--- config.mk ---
export PLATFORM = sky130hd
export DESIGN_NAME = lsu_port_arbiter
export DESIGN_NICKNAME = d
export VERILOG_FILES = /design/src/rtl/lsu_port_arbiter.sv
export SDC_FILE = /design/constraint.sdc
export NUM_CORES = 1
export LEC_CHECK = 0
export BUFFER_PORTS_ARGS = -buffer_cell sky130_fd_sc_hd__buf_2
export CORE_AREA = 2 2 118 120
export DETAILED_ROUTE_END_ITERATION = 7
export DIE_AREA = 0 0 120 122
export GPL_TIMING_DRIVEN = 0
export PLACE_DENSITY = 0.61
export SYNTH_ARGS = -nofsm -noshare
export SYNTH_HDL_FRONTEND = slang
export SYNTH_SLANG_ARGS = --single-unit
--- constraint.sdc ---
create_clock -name i_clk -period 3.1 [get_ports i_clk]
set_clock_uncertainty 0.05 [all_clocks]
set_input_delay 0.155 -clock i_clk [delete_from_list [all_inputs] [get_ports i_clk]]
set_output_delay 0.155 -clock i_clk [all_outputs]
set_load 0.1 [all_outputs]
--- src/rtl/lsu_port_arbiter.sv ---
// Two-master arbiter for the shared load/store unit port with bounded lock tenures.
// Define LSU_ARB_ROUND_ROBIN_EN for round-robin idle priority; default is fixed m0 > m1.
module lsu_port_arbiter #(
    parameter int AW       = 32,
    parameter int DW       = 32,
    parameter int MAX_LOCK = 16
) (
    input  logic          i_clk,
    input  logic          i_rst,
    input  logic          i_m0_req,
    input  logic          i_m0_wren,
    input  logic          i_m0_lock,
    input  logic [AW-1:0] i_m0_addr,
    input  logic [DW-1:0] i_m0_wdata,
    output logic          o_m0_gnt,
    output logic          o_m0_rvalid,
    output logic [DW-1:0] o_m0_rdata,
    input  logic          i_m1_req,
    input  logic          i_m1_wren,
    input  logic          i_m1_lock,
    input  logic [AW-1:0] i_m1_addr,
    input  logic [DW-1:0] i_m1_wdata,
    output logic          o_m1_gnt,
    output logic          o_m1_rvalid,
    output logic [DW-1:0] o_m1_rdata,
    output logic [AW-1:0] o_lsu_addr,
    output logic [DW-1:0] o_st_data,
    output logic          o_lsu_wren,
    input  logic [DW-1:0] i_ld_data
);

    localparam int CW = $clog2(MAX_LOCK + 1);

    localparam logic [1:0] S_IDLE = 2'd0;
    localparam logic [1:0] S_OWN0 = 2'd1;
    localparam logic [1:0] S_OWN1 = 2'd2;

    logic [1:0]    r_state;
    logic [CW-1:0] r_lock_cnt;
    logic          r_ovr;
    logic          r_ovr_m1;
    logic          r_m0_rvalid;
    logic          r_m1_rvalid;
    logic [DW-1:0] r_m0_rdata;
    logic [DW-1:0] r_m1_rdata;

    logic          w_def_m1;
    logic          w_pri_m1;
    logic          w_gnt0;
    logic          w_gnt1;
    logic          w_acc_lock;
    logic          w_own_req;
    logic          w_oth_req;
    logic [CW-1:0] w_cnt_inc;
    logic          w_cnt_full;

`ifdef LSU_ARB_ROUND_ROBIN_EN
    logic r_ptr;
    assign w_def_m1 = r_ptr;
`else
    assign w_def_m1 = 1'b0;
`endif

    // A pending starvation override beats whatever the normal idle priority says.
    assign w_pri_m1 = r_ovr ? r_ovr_m1 : w_def_m1;

    always_comb begin
        w_gnt0 = 1'b0;
        w_gnt1 = 1'b0;
        if (!i_rst) begin
            case (r_state)
                S_IDLE: begin
                    w_gnt0 = i_m0_req & (~i_m1_req | ~w_pri_m1);
                    w_gnt1 = i_m1_req & (~i_m0_req | w_pri_m1);
                end
                S_OWN0:  w_gnt0 = i_m0_req;
                S_OWN1:  w_gnt1 = i_m1_req;
                default: begin
                    w_gnt0 = 1'b0;
                    w_gnt1 = 1'b0;
                end
            endcase
        end
    end

    assign w_acc_lock = w_gnt1 ? i_m1_lock : i_m0_lock;
    assign w_own_req  = (r_state == S_OWN1) ? i_m1_req : i_m0_req;
    assign w_oth_req  = (r_state == S_OWN1) ? i_m0_req : i_m1_req;
    assign w_cnt_inc  = r_lock_cnt + CW'(1);
    assign w_cnt_full = (w_cnt_inc == CW'(MAX_LOCK));

    assign o_m0_gnt    = w_gnt0;
    assign o_m1_gnt    = w_gnt1;
    assign o_m0_rvalid = r_m0_rvalid;
    assign o_m1_rvalid = r_m1_rvalid;
    assign o_m0_rdata  = r_m0_rdata;
    assign o_m1_rdata  = r_m1_rdata;

    always_comb begin
        o_lsu_addr = '0;
        o_st_data  = '0;
        o_lsu_wren = 1'b0;
        if (w_gnt0) begin
            o_lsu_addr = i_m0_addr;
            o_st_data  = i_m0_wdata;
            o_lsu_wren = i_m0_wren;
        end else if (w_gnt1) begin
            o_lsu_addr = i_m1_addr;
            o_st_data  = i_m1_wdata;
            o_lsu_wren = i_m1_wren;
        end
    end

    always_ff @(posedge i_clk) begin
        if (i_rst) begin
            r_m0_rvalid <= 1'b0;
            r_m1_rvalid <= 1'b0;
            r_m0_rdata  <= '0;
            r_m1_rdata  <= '0;
        end else begin
            r_m0_rvalid <= w_gnt0 & ~i_m0_wren;
            r_m1_rvalid <= w_gnt1 & ~i_m1_wren;
            if (w_gnt0 && !i_m0_wren) r_m0_rdata <= i_ld_data;
            if (w_gnt1 && !i_m1_wren) r_m1_rdata <= i_ld_data;
        end
    end

    // Tenure tracking; the override only lives for the single idle cycle after a forced exit.
    always_ff @(posedge i_clk) begin
        if (i_rst) begin
            r_state    <= S_IDLE;
            r_lock_cnt <= '0;
            r_ovr      <= 1'b0;
            r_ovr_m1   <= 1'b0;
`ifdef LSU_ARB_ROUND_ROBIN_EN
            r_ptr      <= 1'b0;
`endif
        end else begin
            r_ovr <= 1'b0;
            case (r_state)
                S_IDLE: begin
                    if (w_gnt0 || w_gnt1) begin
                        if (w_acc_lock && (MAX_LOCK > 1)) begin
                            r_state    <= w_gnt1 ? S_OWN1 : S_OWN0;
                            r_lock_cnt <= CW'(1);
                        end else begin
`ifdef LSU_ARB_ROUND_ROBIN_EN
                            r_ptr <= ~w_gnt1;
`endif
                        end
                    end
                end
                S_OWN0, S_OWN1: begin
                    if (!w_own_req || !w_acc_lock || w_cnt_full) begin
                        r_state    <= S_IDLE;
                        r_lock_cnt <= '0;
`ifdef LSU_ARB_ROUND_ROBIN_EN
                        r_ptr      <= (r_state == S_OWN0);
`endif
                        if (w_own_req && w_acc_lock && w_cnt_full && w_oth_req) begin
                            r_ovr    <= 1'b1;
                            r_ovr_m1 <= (r_state == S_OWN0);
                        end
                    end else begin
                        r_lock_cnt <= w_cnt_inc;
                    end
                end
                default: begin
                    r_state    <= S_IDLE;
                    r_lock_cnt <= '0;
                end
            endcase
        end
    end

endmodule

==> results of run 1 <==
[power by group through the flow]
| stage | registers, uW | clock network, uW | logic [uW] |
|---|---|---|---|
| after global placement | 1100 | 0 | 2230 |
| after floorplan | 1530 | 0 | 1370 |
| final | 1080 | 1110 | 2420 |
| after global routing | 1090 | 1170 | 2500 |
| after CTS | 1080 | 1130 | 2350 |
| after detailed placement | 1100 | 0 | 2230 |
[through the flow]
stage,worst slack (ns),utilization (%),hold WS (ns)
floorplan,0.2963,-,0.2136
global placement,-0.05085,39.46,0.3199
detailed placement,-0.02203,39.46,0.3260
CTS,0.005175,44.96,0.006706
global route,0.003388,46.18,0.01691
finish,0.1712,46.20,0.01580
[per-layer routing]
metal,vias up,track usage [%]
li1,2261,-
met1,2175,25.69
met2,218,35.23
met3,24,6.601
met4,2,6.691
met5,-,0
[worst min path at each step]
stage | startpoint | to | depth (start not counted)
finish | i_ld_data[9] | o_m0_rdata[9]$_SDFFE_PP0P_ | 3
global route | i_ld_data[8] | o_m0_rdata[8]$_SDFFE_PP0P_ | 3
CTS | i_ld_data[8] | o_m0_rdata[8]$_SDFFE_PP0P_ | 3
detailed placement | i_ld_data[15] | o_m0_rdata[15]$_SDFFE_PP0P_ | 3
global placement | i_ld_data[16] | o_m0_rdata[16]$_SDFFE_PP0P_ | 3
floorplan | i_ld_data[0] | o_m0_rdata[0]$_SDFFE_PP0P_ | 2
[kinds of logic after synthesis]
| logic type | Yosys count |
|---|---|
| simple gates | 165 |
| compound gates | 153 |
| flops | 75 |
| buf+inv | 50 |
| fa+ha+maj | 6 |
| mux | 3 |
[repair_timing]
| item | 4_1_cts | 5_1_grt |
|---|---|---|
| endpoints found under the setup margin | 65 | 60 |
| hold buffers | 23 | 0 |
| endpoints found under the hold margin | 23 | 0 |
| resized for setup | 69 | 49 |
[final cells by class]
cell class                 count  area share (%)
antenna                        1         0.04011
timing repair buffer         322           32.85
clock buffer                  12           3.951
inverter                      14          0.9226
sequential                    75           24.07
tap                          180           3.610
multi-input combinational    327           30.71
buffer                        36           2.667
clock inverter                 4           1.183
[synthesized netlist by cell type (2+ instances only)]
library cell / n / area [um^2]
sky130_fd_sc_hd__a22o_1: 65 / 569.3
sky130_fd_sc_hd__or4_1: 2 / 15.01
sky130_fd_sc_hd__ha_1: 6 / 75.07
sky130_fd_sc_hd__nand4_1: 2 / 12.51
sky130_fd_sc_hd__inv_1: 12 / 45.04
sky130_fd_sc_hd__nand2b_1: 3 / 18.77
sky130_fd_sc_hd__a41oi_1: 3 / 26.28
sky130_fd_sc_hd__o21ai_0: 34 / 170.2
sky130_fd_sc_hd__a31o_2: 2 / 17.52
sky130_fd_sc_hd__and2_1: 2 / 12.51
sky130_fd_sc_hd__nand2_1: 134 / 503.0
sky130_fd_sc_hd__o32ai_1: 3 / 26.28
sky130_fd_sc_hd__buf_2: 9 / 45.04
sky130_fd_sc_hd__nor2_1: 9 / 33.78
sky130_fd_sc_hd__clkbuf_1: 25 / 93.84
sky130_fd_sc_hd__dfxtp_1: 75 / 1501
sky130_fd_sc_hd__a21oi_1: 37 / 185.2
sky130_fd_sc_hd__nand3_1: 6 / 30.03
sky130_fd_sc_hd__nand4b_1: 2 / 17.52
sky130_fd_sc_hd__nor3_1: 2 / 10.01
[sequential cells by signal, indices dropped and copies added (netlist names)]
register     cells
o_m1_rdata      32
o_m0_rvalid      1
r_state          2
o_m1_rvalid      1
r_ovr            1
r_ovr_m1         1
r_lock_cnt       5
o_m0_rdata      32
[worst min-delay path: cells and delay by family]
| kind | cells | cell delay (ns) |
|---|---|---|
| AO/OA/AOI/OAI | 1 | 0.06 |
| AND/OR/NAND/NOR | 1 | 0.04 |
| buffers and inverters | 1 | 0.10 |
==> results.env, run 1 <==
SWITCHING_PWR_uW=2289
DR.MAX_LAYER_USED='met5'
CLK_PIN_SLEW_WORST_PATHS_NS=0.06
TIMING.SETUP.CRITICAL_PATH_CLASS='flop to output pin'
ENDPOINT_KIND='output pin'
SEQ_POWER_SHARE_PCT=23.5
CELL_INTERNAL_PWR_uW=2331
SYNTH_EDF_COUNT=0
FINISH.CELL_COUNT_WITHOUT_FILLERS=971
MOST-COMMON-LAYOUT-CELLS='245 x sky130_fd_sc_hd__buf_2, 134 x sky130_fd_sc_hd__nand2_1, 75 x sky130_fd_sc_hd__dfxtp_1'
POST_SYNTH_INST_COUNT=452
MOSTFREQUENTLAYOUTCELL='sky130_fd_sc_hd__buf_2'
TIMING.RR.END='r_state[0]$_SDFFE_PP0P_'
CTS_MAX_PATH_BUFFERS=2
SETUP.REG_TO_REG.WORST_SLACK_NS=0.55
DESIGN.DIE.AREA_UM2=14640
SYNTH-SEQ-CELLS=75
MET2WIRELENGTH_MM=8.161
CRITICAL_PATH_SLOWEST_STAGE_CELL='sky130_fd_sc_hd__dfxtp_1'
FIN_AREA_UM2=6238
WORSTPATHCELLLIST='inv_1 -> ha_1 -> nand4b_1 -> o2111ai_4 -> inv_2 -> nor3_4 -> buf_4 -> buf_2 -> a22o_1 -> buf_4'
RSZ0062_AT_GRT='false'
REPORT.FINAL.HOLD_VIOL_COUNT=0
MIN_PERIOD_NS=2.929
CLOCK_POWER_SHARE_PCT=24.1
WORSTSKEWPAIRLATENCY_NS=0.33
VIAS_PER_CELL=4.820
SLEW-LIMIT-HEADROOM_PCT=49.23
VDD_DROP_MAX_V=0.0004316
DIE_H_UM=122
POST_DP_CELL_AREA_UM2=5329
FRACTION_OF_THE_YOSYS_AREA_TAKEN_BY_SEQUENTIAL_CELLS_PCT=41.64
SYNTH.AVG_CELL_AREA_UM2=7.978
PERIOD_UTILIZATION_PCT=94.48
DPL.CELL_COUNT=931
NETLIST-CELL-TYPE-COUNT=39
CRITICAL_PATH_BUF_INV_COUNT=5
MAXIMUM_NUMBER_OF_PINS_ON_ONE_NET_BEFORE_GLOBAL_ROUTE_REPAIR=13
CRITPATHCAPTURE='o_lsu_addr[2]'
ROUTED_WL_MM=16.89
SYNTHESIS.NETS=626
FIN_TOTAL_PWR_uW=4620
TIMING.CRITICAL_PATH.DEPTH=10
PWR_DENS_nW_PER_UM2=740.5
SYNTHFLOPTYPE='sky130_fd_sc_hd__dfxtp_1'
CRITICAL_PATH_PEAK_FANOUT=10
SYN-CELL-AREA_UM2=3606
POST_SYNTHESIS_COMPOUND_GATE_AREA_FRACTION_PCT=30.60
GLOBAL_ROUTE_WIRE_LENGTH_BEFORE_REPAIR_MM=23.83
NUMBER_OF_I_O_PINS=301
R2R.WORST_PATH.CELLS=7
POSTCTSSETUPBUFFERS=0
DR.PASS1.ITERS=5
SYNTH_WARNINGS=0
ANTENNA_VIOLATIONS_BEFORE_REPAIR=2
TIMING.FMAX_GHz=0.3414
SIMPLE_GATE_FRACTION_OF_SYNTH_AREA_PCT=18.84
WORST-SLEW-PIN-TRANSITION_NS=0.7497
DRT-MET1-WL_MM=6.884
GP_CONGESTION=0.8096
VIAS=4680
YOSYS.AREA_SHARE.XOR_XNOR_PCT=0
TIMING.HOLD.WORST.CLASS='input pin to flop'
WORST_PATH_LARGEST_CELL_DELAY_NS=0.37
WL_PER_CELL_UM=17.39
DRC_ERRORS=0
DRT_ITER0_MARKERS=233
STARTPOINT_TYPE='flop'
GRT_PASS1_VIAS=4242
DETAILEDPLACEMENTHPWL_MM=13.10
WORST_EP_ARRIVAL_TIME_NS=2.72
WORSTSETUPSTARTPOINT='r_state[1]$_SDFFE_PP0P_'
TOTAL_CTS_BUFFERS=9
SLEW_VIOL_FINAL=0
CHIPWIDTH_UM=120
SETUP-TNS-FINAL_NS=0
TRITONCTS='yes'
WORST_PATH_DOMINANT_CELL_FAMILY='buffers and inverters'
CAP_VIOL_MAX_COUNT=0
CTS.SINKS=75
ASYNC_RESET_FF_SHARE_PCT=0
CORE_AREA_UM2=13500
SYNTH_MUX_AREA_SHARE_PCT=0.9715
POST_ROUTE_CELLS_DRIVE_ABOVE_1_SHARE_PCT=43.04
P_LEAK_uW=0.002962
ANTENNA_VIOLATING_NETS_POST_ROUTE=0
RUN_STATUS='complete, no violations'
SETUP_VIOL_COUNT_FINAL=0
FILL_CELLS=1366
AREAGROWTHSYNTHTOFINISH_PCT=73.00
REQUIRED_NS=2.89
SEQUENTIAL_CELL_AREA_UM2=1501
DOMINANT_COMBINATIONAL_CELL_FAMILY_BY_AREA_AFTER_SYNTHESIS='compound AO/OA/AOI/OAI gates'
CPMOSTUSEDCELL='sky130_fd_sc_hd__buf_4'
TIMING.RR.START='r_state[0]$_SDFFE_PP0P_'
POWER.SHARE.COMBINATIONAL_PCT=52.5
INITIAL_UTILIZATION_PCT=26.70
MULTIINPUTGATEAREA_UM2=1916
H-TREE-DEPTH=3
GR-TOTAL-OVERFLOW=0
POST_SYNTH_FA_HA_MAJ_AREA_FRACTION_PCT=2.082
ROUTED_MET3_LENGTH_MM=1.509
SWITCHING_SHARE_PCT=49.55
FP_ROWS=43
NNETSFINAL=959
GLOBALROUTETOTALUTIL_PCT=21.02
ROOT_CELL_OF_THE_CLOCK_TREE='sky130_fd_sc_hd__clkbuf_16'
PORTBUFFERS=299
Power figures use the tool's default switching activity.
==> inputs of run 2 (changes only) <==
--- a/config.mk
+++ b/config.mk
@@ -7,6 +7,7 @@
 export LEC_CHECK = 0
 export BUFFER_PORTS_ARGS = -buffer_cell sky130_fd_sc_hd__buf_2
 export CORE_AREA = 2 2 118 120
+export CTS_BUF_LIST = sky130_fd_sc_hd__clkbuf_4
 export DETAILED_ROUTE_END_ITERATION = 7
 export DIE_AREA = 0 0 120 122
 export GPL_TIMING_DRIVEN = 0
==> run 2 against run 1 <==
Net effect:
- global-route usage is 0.41 points higher
- combinational power is 2% higher
- register-to-register slack hardly changed
- clock power is 38% lower
- non-clock buffer count is 10 higher
- flip-flop and latch count stayed put
- worst setup slack worse by 0.023 ns
- wire length is 1.3% higher
- critical path depth stayed put
- total power is 8.0% lower
- hold slack better by 0.10 ns
- highest routed layer unchanged
==> results.env, run 2 (synthesis results as in run 1) <==
POWER.SHARE.COMBINATIONAL_PCT=58.4  # was 52.5%
DR.PASS1.ITERS=4  # was 5
ROOT_CELL_OF_THE_CLOCK_TREE='sky130_fd_sc_hd__clkbuf_4'  # was sky130_fd_sc_hd__clkbuf_16
REQUIRED_NS=2.89  # about the same
SLEW_VIOL_FINAL=0  # unchanged
DIE_H_UM=122  # unchanged
WORSTPATHCELLLIST='inv_1 -> ha_1 -> nand4b_1 -> o2111ai_4 -> inv_2 -> nor3_4 -> buf_6 -> buf_4 -> a22o_1 -> buf_6'  # was inv_1 -> ha_1 -> nand4b_1 -> o2111ai_4 -> inv_2 -> nor3_4 -> buf_4 -> buf_2 -> a22o_1 -> buf_4
GLOBALROUTETOTALUTIL_PCT=21.43  # was 21.02%
TRITONCTS='yes'  # unchanged
VIAS_PER_CELL=4.809  # was 4.820
TIMING.HOLD.WORST.CLASS='input pin to flop'  # unchanged
FIN_AREA_UM2=6295  # was 6238 um^2
GRT_PASS1_VIAS=4334  # was 4,242
CORE_AREA_UM2=13500  # unchanged
ANTENNA_VIOLATIONS_BEFORE_REPAIR=2  # unchanged
MIN_PERIOD_NS=2.952  # was 2.929 ns
POSTCTSSETUPBUFFERS=0  # unchanged
GLOBAL_ROUTE_WIRE_LENGTH_BEFORE_REPAIR_MM=24.20  # was 23.83 mm
NUMBER_OF_I_O_PINS=301  # unchanged
SWITCHING_PWR_uW=2256  # was 2289 uW
REPORT.FINAL.HOLD_VIOL_COUNT=0  # unchanged
GRT_USE_MET3_PCT=7.022  # was 6.601%
INITIAL_UTILIZATION_PCT=26.70  # unchanged
WORSTSKEWPAIRLATENCY_NS=0.43  # was 0.33 ns
SWITCHING_SHARE_PCT=53.09  # was 49.55%
ENDPOINT_KIND='output pin'  # unchanged
GR-USAGE-MET1_PCT=25.87  # was 25.69%
AREAGROWTHSYNTHTOFINISH_PCT=74.57  # was 73.00%
CELL_INTERNAL_PWR_uW=1993  # was 2331 uW
STARTPOINT_TYPE='flop'  # unchanged
TOTAL_CTS_BUFFERS=9  # unchanged
WORST-SLEW-PIN-TRANSITION_NS=0.7339  # was 0.7497 ns
RSZ0062_AT_GRT='true'  # was false
CPMOSTUSEDCELL='sky130_fd_sc_hd__buf_6'  # was sky130_fd_sc_hd__buf_4
VIAS=4718  # was 4,680
CHIPWIDTH_UM=120  # unchanged
WORST_EP_ARRIVAL_TIME_NS=2.75  # was 2.72 ns
VDD_DROP_MAX_V=0.0003976  # was 0.0004316 V
GRTUSAGEMET2_PCT=36.26  # was 35.23%
DRT_ITER0_MARKERS=261  # was 233
PWR_DENS_nW_PER_UM2=675.0  # was 740.5 nW/um^2
RUN_STATUS='complete, no violations'  # unchanged
MOSTFREQUENTLAYOUTCELL='sky130_fd_sc_hd__buf_2'  # unchanged
WL_PER_CELL_UM=17.44  # was 17.39 um
POST-ROUTE-WORST-SETUP-SLACK_NS=0.1483  # was 0.1712 ns
P_LEAK_uW=0.002980  # was 0.002962 uW
FIN_TOTAL_PWR_uW=4249  # was 4620 uW
CRITICAL_PATH_PEAK_FANOUT=10  # unchanged
ANTENNA_VIOLATING_NETS_POST_ROUTE=0  # unchanged
PERIOD_UTILIZATION_PCT=95.22  # was 94.48%
FP_ROWS=43  # unchanged
GR-TOTAL-OVERFLOW=0  # unchanged
TIMING.FMAX_GHz=0.3388  # was 0.3414 GHz
PORTBUFFERS=299  # unchanged
BUSIEST_LAYER='met2'  # unchanged
CTS.SINKS=75  # unchanged
CAP_VIOL_MAX_COUNT=0  # unchanged
NNETSFINAL=969  # was 959
SLEW-LIMIT-HEADROOM_PCT=50.30  # was 49.23%
SEQ_POWER_SHARE_PCT=25.5  # was 23.5%
WORST_PATH_LARGEST_CELL_DELAY_NS=0.37  # about the same
FINAL.HOLD.WORST_SLACK_NS=0.1185  # was 0.01580 ns
POST-ROUTE-UTIL_PCT=46.61  # was 46.20%
CTS_MAX_PATH_BUFFERS=2  # unchanged
POST_ROUTE_CELLS_DRIVE_ABOVE_1_SHARE_PCT=43.38  # was 43.04%
CRITICAL_PATH_SLOWEST_STAGE_CELL='sky130_fd_sc_hd__dfxtp_2'  # was sky130_fd_sc_hd__dfxtp_1
TIMING.SETUP.CRITICAL_PATH_CLASS='flop to output pin'  # unchanged
MAXIMUM_NUMBER_OF_PINS_ON_ONE_NET_BEFORE_GLOBAL_ROUTE_REPAIR=13  # unchanged
DESIGN.DIE.AREA_UM2=14640  # unchanged
POST_DP_CELL_AREA_UM2=5329  # unchanged
CLK_PIN_SLEW_WORST_PATHS_NS=0.12  # was 0.06 ns
SETUP_VIOL_COUNT_FINAL=0  # unchanged
GP_CONGESTION=0.8096  # unchanged
H-TREE-DEPTH=3  # unchanged
MOST-COMMON-LAYOUT-CELLS='242 x sky130_fd_sc_hd__buf_2, 134 x sky130_fd_sc_hd__nand2_1, 74 x sky130_fd_sc_hd__dfxtp_1'  # was 245 x sky130_fd_sc_hd__buf_2, 134 x sky130_fd_sc_hd__nand2_1, 75 x sky130_fd_sc_hd__dfxtp_1
ROUTED_WL_MM=17.11  # was 16.89 mm
DETAILEDPLACEMENTHPWL_MM=13.10  # unchanged
DPL_WORST_SLACK_NS=-0.02203  # unchanged
DRC_ERRORS=0  # unchanged
CLOCK_POWER_SHARE_PCT=16.1  # was 24.1%
-- run 2: cell count changes in the layout (fill, tap and decap cells not counted), moves of 3 or more --
| cell | delta |
|---|---|
| sky130_fd_sc_hd__clkbuf_1 | -4 |
| sky130_fd_sc_hd__buf_12 | +3 |
| sky130_fd_sc_hd__buf_2 | -3 |
| sky130_fd_sc_hd__buf_8 | +12 |
| sky130_fd_sc_hd__dlygate4sd3_1 | +10 |
| sky130_fd_sc_hd__buf_6 | -11 |
| sky130_fd_sc_hd__clkbuf_4 | +12 |
| sky130_fd_sc_hd__clkbuf_16 | -9 |
| sky130_fd_sc_hd__clkbuf_2 | +3 |
-- run 2: final timing paths --
kind | start | depth (start not counted) | endpoint | slack, ns
worst max-delay path | r_state[1]$_SDFFE_PP0P_ | 10 | o_st_data[16] | 0.15
worst min-delay path | i_m1_req | 4 | r_ovr$_SDFF_PP0_ | 0.12
worst max register to register | r_state[0]$_SDFFE_PP0P_ | 7 | r_state[0]$_SDFFE_PP0P_ | 0.55
worst min register to register | o_m1_rdata[3]$_SDFFE_PP0P_ | 2 | o_m1_rdata[3]$_SDFFE_PP0P_ | 0.41
-- run 2: timing repair --
| action | in CTS | in global routing |
|---|---|---|
| resized for setup | 84 | 66 |
| pin swaps | 0 | 0 |
| hold buffers | 33 | 0 |
| gates cloned | 0 | 0 |
| endpoints found under the setup margin | 65 | 52 |
| hold endpoints to repair | 66 | 0 |
-- run 2: power by group through the flow --
stage / Clock [uW] / Sequential [uW] / Combinational, uW
global route: 742 / 1090 / 2560
finish: 683 / 1080 / 2480
global placement: 0 / 1100 / 2230
floorplan: 0 / 1530 / 1370
detailed placement: 0 / 1100 / 2230
CTS: 698 / 1080 / 2380
-- run 2: through the flow --
stage | setup TNS, ns | std cells
floorplan | 0 | 452
global placement | -0.1761 | 931
detailed placement | -0.03785 | 931
CTS | 0 | 980
global route | -0.01725 | 980
finish | 0 | 981
-- run 2: layout make-up --
class	count	area, um^2
Tap cell	180	225.2
Timing Repair Buffer	332	2232
Clock inverter	5	77.57
Fill cell	1359	7209
Sequential cell	75	1503
Inverter	14	57.56
Multi-Input combinational cell	327	1933
Buffer	36	181.4
Antenna cell	1	2.502
Clock buffer	11	82.58
-- run 2: critical path, delay by kind of cell, from the launching register on --
kind / cells / cell delay (ns)
buf+inv: 5 / 0.81
simple gates: 2 / 0.52
flops: 1 / 0.37
compound gates: 2 / 0.36
fa+ha+maj: 1 / 0.25
-- run 2: per-layer routing --
metal / up-vias / wire [um]
met5: - / 12
met4: 2 / 295
met3: 23 / 1481
met2: 225 / 8292
met1: 2188 / 7030
li1: 2280 / -
==> inputs of run 3 (changes only) <==
--- a/config.mk
+++ b/config.mk
@@ -12,6 +12,7 @@
 export DIE_AREA = 0 0 120 122
 export GPL_TIMING_DRIVEN = 0
 export PLACE_DENSITY = 0.61
+export RECOVER_POWER = 25
 export SYNTH_ARGS = -nofsm -noshare
 export SYNTH_HDL_FRONTEND = slang
 export SYNTH_SLANG_ARGS = --single-unit
==> run 3 against run 2 <==
Net effect:
- combinational power barely moved
- first-iteration DRC count increased by 11%
- cell count did not move
- flip-flop and latch count unchanged
- design area down 0.91%
- hold slack about the same
- fmax up 0.41%
- worst setup slack gained 0.012 ns
- sequential share of layout area rose by 0.22 points
- clock power about the same
- critical endpoint unchanged
- highest routed layer unchanged
==> results.env, run 3 (synthesis results as in run 1) <==
POSTCTSSETUPBUFFERS=0  # unchanged
MULTIINPUTGATEAREA_UM2=1933  # unchanged
FINISH.CELL_COUNT_WITHOUT_FILLERS=981  # unchanged
P_LEAK_uW=0.002785  # was 0.002980 uW
REQUIRED_NS=2.89  # about the same
TIMING.FMAX_GHz=0.3402  # was 0.3388 GHz
SEQUENTIAL_CELL_AREA_UM2=1503  # unchanged
MOST-COMMON-LAYOUT-CELLS='196 x sky130_fd_sc_hd__buf_2, 134 x sky130_fd_sc_hd__nand2_1, 74 x sky130_fd_sc_hd__dfxtp_1'  # was 242 x sky130_fd_sc_hd__buf_2, 134 x sky130_fd_sc_hd__nand2_1, 74 x sky130_fd_sc_hd__dfxtp_1
ANTENNA_VIOLATING_NETS_POST_ROUTE=0  # unchanged
VIAS=4735  # was 4,718
TRITONCTS='yes'  # unchanged
ROOT_CELL_OF_THE_CLOCK_TREE='sky130_fd_sc_hd__clkbuf_4'  # unchanged
GR-TOTAL-OVERFLOW=0  # unchanged
DIE_H_UM=122  # unchanged
FP_ROWS=43  # unchanged
WORST_EP_ARRIVAL_TIME_NS=2.73  # was 2.75 ns
POST_DP_CELL_AREA_UM2=5329  # unchanged
CTS.SINKS=75  # unchanged
WORST-SLEW-PIN-TRANSITION_NS=1.220  # was 0.7339 ns
SEQ_POWER_SHARE_PCT=25.6  # was 25.5%
DETAILEDPLACEMENTHPWL_MM=13.10  # unchanged
SWITCHING_PWR_uW=2255  # was 2256 uW
FINAL.HOLD.WORST_SLACK_NS=0.1188  # was 0.1185 ns
SETUP-TNS-FINAL_NS=0  # unchanged
RSZ0062_AT_GRT='true'  # unchanged
ENDPOINT_KIND='output pin'  # unchanged
PORTBUFFERS=299  # unchanged
ROUTED_WL_MM=17.08  # was 17.11 mm
GP_CONGESTION=0.8096  # unchanged
CLK_PIN_SLEW_WORST_PATHS_NS=0.12  # about the same
WORST_PATH_LARGEST_CELL_DELAY_NS=0.37  # about the same
DRT_ITER0_MARKERS=290  # was 261
DR.PASS1.ITERS=5  # was 4
REPORT.FINAL.HOLD_VIOL_COUNT=0  # unchanged
MOSTFREQUENTLAYOUTCELL='sky130_fd_sc_hd__buf_2'  # unchanged
DPL.CELL_COUNT=931  # unchanged
GLOBAL_ROUTE_WIRE_LENGTH_BEFORE_REPAIR_MM=24.20  # unchanged
H-TREE-DEPTH=3  # unchanged
CELL_INTERNAL_PWR_uW=1982  # was 1993 uW
CRITICAL_PATH_PEAK_FANOUT=10  # unchanged
FIN_AREA_UM2=6237  # was 6295 um^2
POWER.SHARE.COMBINATIONAL_PCT=58.3  # was 58.4%
ANTENNA_VIOLATIONS_BEFORE_REPAIR=2  # unchanged
ROUTED_MET3_LENGTH_MM=1.508  # was 1.481 mm
PERIOD_UTILIZATION_PCT=94.83  # was 95.22%
CHIPWIDTH_UM=120  # unchanged
STARTPOINT_TYPE='flop'  # unchanged
TOTAL_CTS_BUFFERS=9  # unchanged
GLOBALROUTETOTALUTIL_PCT=21.43  # unchanged
VIAS_PER_CELL=4.827  # was 4.809
DRT-MET1-WL_MM=6.928  # was 7.030 mm
DR.MAX_LAYER_USED='met5'  # unchanged
CAP_VIOL_MAX_COUNT=0  # unchanged
GRT_PASS1_VIAS=4334  # unchanged
CORE_AREA_UM2=13500  # unchanged
WORSTSKEWPAIRLATENCY_NS=0.42  # was 0.43 ns
SETUP.REG_TO_REG.WORST_SLACK_NS=0.55  # about the same
SWITCHING_SHARE_PCT=53.22  # was 53.09%
MIN_PERIOD_NS=2.940  # was 2.952 ns
DRC_ERRORS=0  # unchanged
DESIGN.DIE.AREA_UM2=14640  # unchanged
SLEW_VIOL_FINAL=0  # unchanged
R2R.WORST_PATH.CELLS=7  # unchanged
CLOCK_POWER_SHARE_PCT=16.1  # about the same
SLEW-LIMIT-HEADROOM_PCT=18.99  # was 50.30%
SETUP_VIOL_COUNT_FINAL=0  # unchanged
WL_PER_CELL_UM=17.41  # was 17.44 um
CTS_MAX_PATH_BUFFERS=2  # unchanged
VDD_DROP_MAX_V=0.0003915  # was 0.0003976 V
CPMOSTUSEDCELL='sky130_fd_sc_hd__buf_6'  # unchanged
MAXIMUM_NUMBER_OF_PINS_ON_ONE_NET_BEFORE_GLOBAL_ROUTE_REPAIR=13  # unchanged
NNETSFINAL=969  # unchanged
CRITICAL_PATH_SLOWEST_STAGE_CELL='sky130_fd_sc_hd__dfxtp_2'  # unchanged
AREAGROWTHSYNTHTOFINISH_PCT=72.97  # was 74.57%
WORSTPATHCELLLIST='inv_1 -> ha_1 -> nand4b_1 -> o2111ai_4 -> inv_2 -> nor3_4 -> buf_6 -> buf_4 -> a22o_1 -> buf_6'  # unchanged
WORSTHOLDPATHCELLS=4  # unchanged
MET2WIRELENGTH_MM=8.336  # was 8.292 mm
NUMBER_OF_I_O_PINS=301  # unchanged
FIN_TOTAL_PWR_uW=4237  # was 4249 uW
INITIAL_UTILIZATION_PCT=26.70  # unchanged
PWR_DENS_nW_PER_UM2=679.2  # was 675.0 nW/um^2
RUN_STATUS='complete, no violations'  # unchanged
POST_ROUTE_CELLS_DRIVE_ABOVE_1_SHARE_PCT=37.63  # was 43.38%
TIMING.SETUP.CRITICAL_PATH_CLASS='flop to output pin'  # unchanged
FILL_CELLS=1383  # was 1,359
TIMING.HOLD.WORST.CLASS='input pin to flop'  # unchanged
-- run 3: changes by cell type in the layout (fill, tap and decap cells not counted), sizes merged --
cell    before  now
buf        306  260
clkbuf      40   86
-- run 3: worst paths after layout --
path                                    from                          to
setup / recovery     r_state[1]$_SDFFE_PP0P_               o_st_data[16]
hold / removal                      i_m1_req            r_ovr$_SDFF_PP0_
setup reg to reg     r_state[0]$_SDFFE_PP0P_     r_state[0]$_SDFFE_PP0P_
hold reg to reg   o_m1_rdata[0]$_SDFFE_PP0P_  o_m1_rdata[0]$_SDFFE_PP0P_
-- run 3: through the flow --
stage               worst slack [ns]  util, %
detailed placement          -0.02203    39.46
global placement            -0.05085    39.46
floorplan                     0.2963        -
CTS                        0.0007161    44.86
global route               -0.009399    46.17
finish                        0.1602    46.19
-- run 3: final cells by class --
class	count	area share, %
Timing Repair Buffer	332	34.86
Tap cell	180	3.611
Sequential cell	75	24.09
Inverter	14	0.9228
Clock inverter	5	1.244
Buffer	36	2.909
Clock buffer	11	1.324
Antenna cell	1	0.04012
Multi-Input combinational cell	327	30.99
-- run 3: critical path: cells and delay by family (launching register included) --
family                   cells  cell delay, ns
AND/OR/NAND/NOR              2            0.52
AO/OA/AOI/OAI                2            0.36
flip-flops                   1            0.37
adder cells (fa/ha/maj)      1            0.25
buffers and inverters        5            0.80
-- run 3: metal layers --
metal  global-route usage, %  up-vias
li1                        -     2278
met1                   25.87     2211
met2                   36.26      218
met3                   7.022       26
met4                   6.471        2
met5                       0        -
-- run 3: power by group through the flow --
stage	Clock, uW	Sequential [uW]	Combinational, uW
after CTS	698	1080	2380
final	683	1080	2470
after floorplan	0	1530	1370
after global routing	742	1090	2550
after detailed placement	0	1100	2230
after global placement	0	1100	2230
-- run 3: repair_timing --
item                                   in CTS  in global routing
resized for setup                          84                 66
hold buffers                               33                  0
pin swaps                                   0                  0
endpoints found under the hold margin      66                  0
setup endpoints to repair                  65                 52
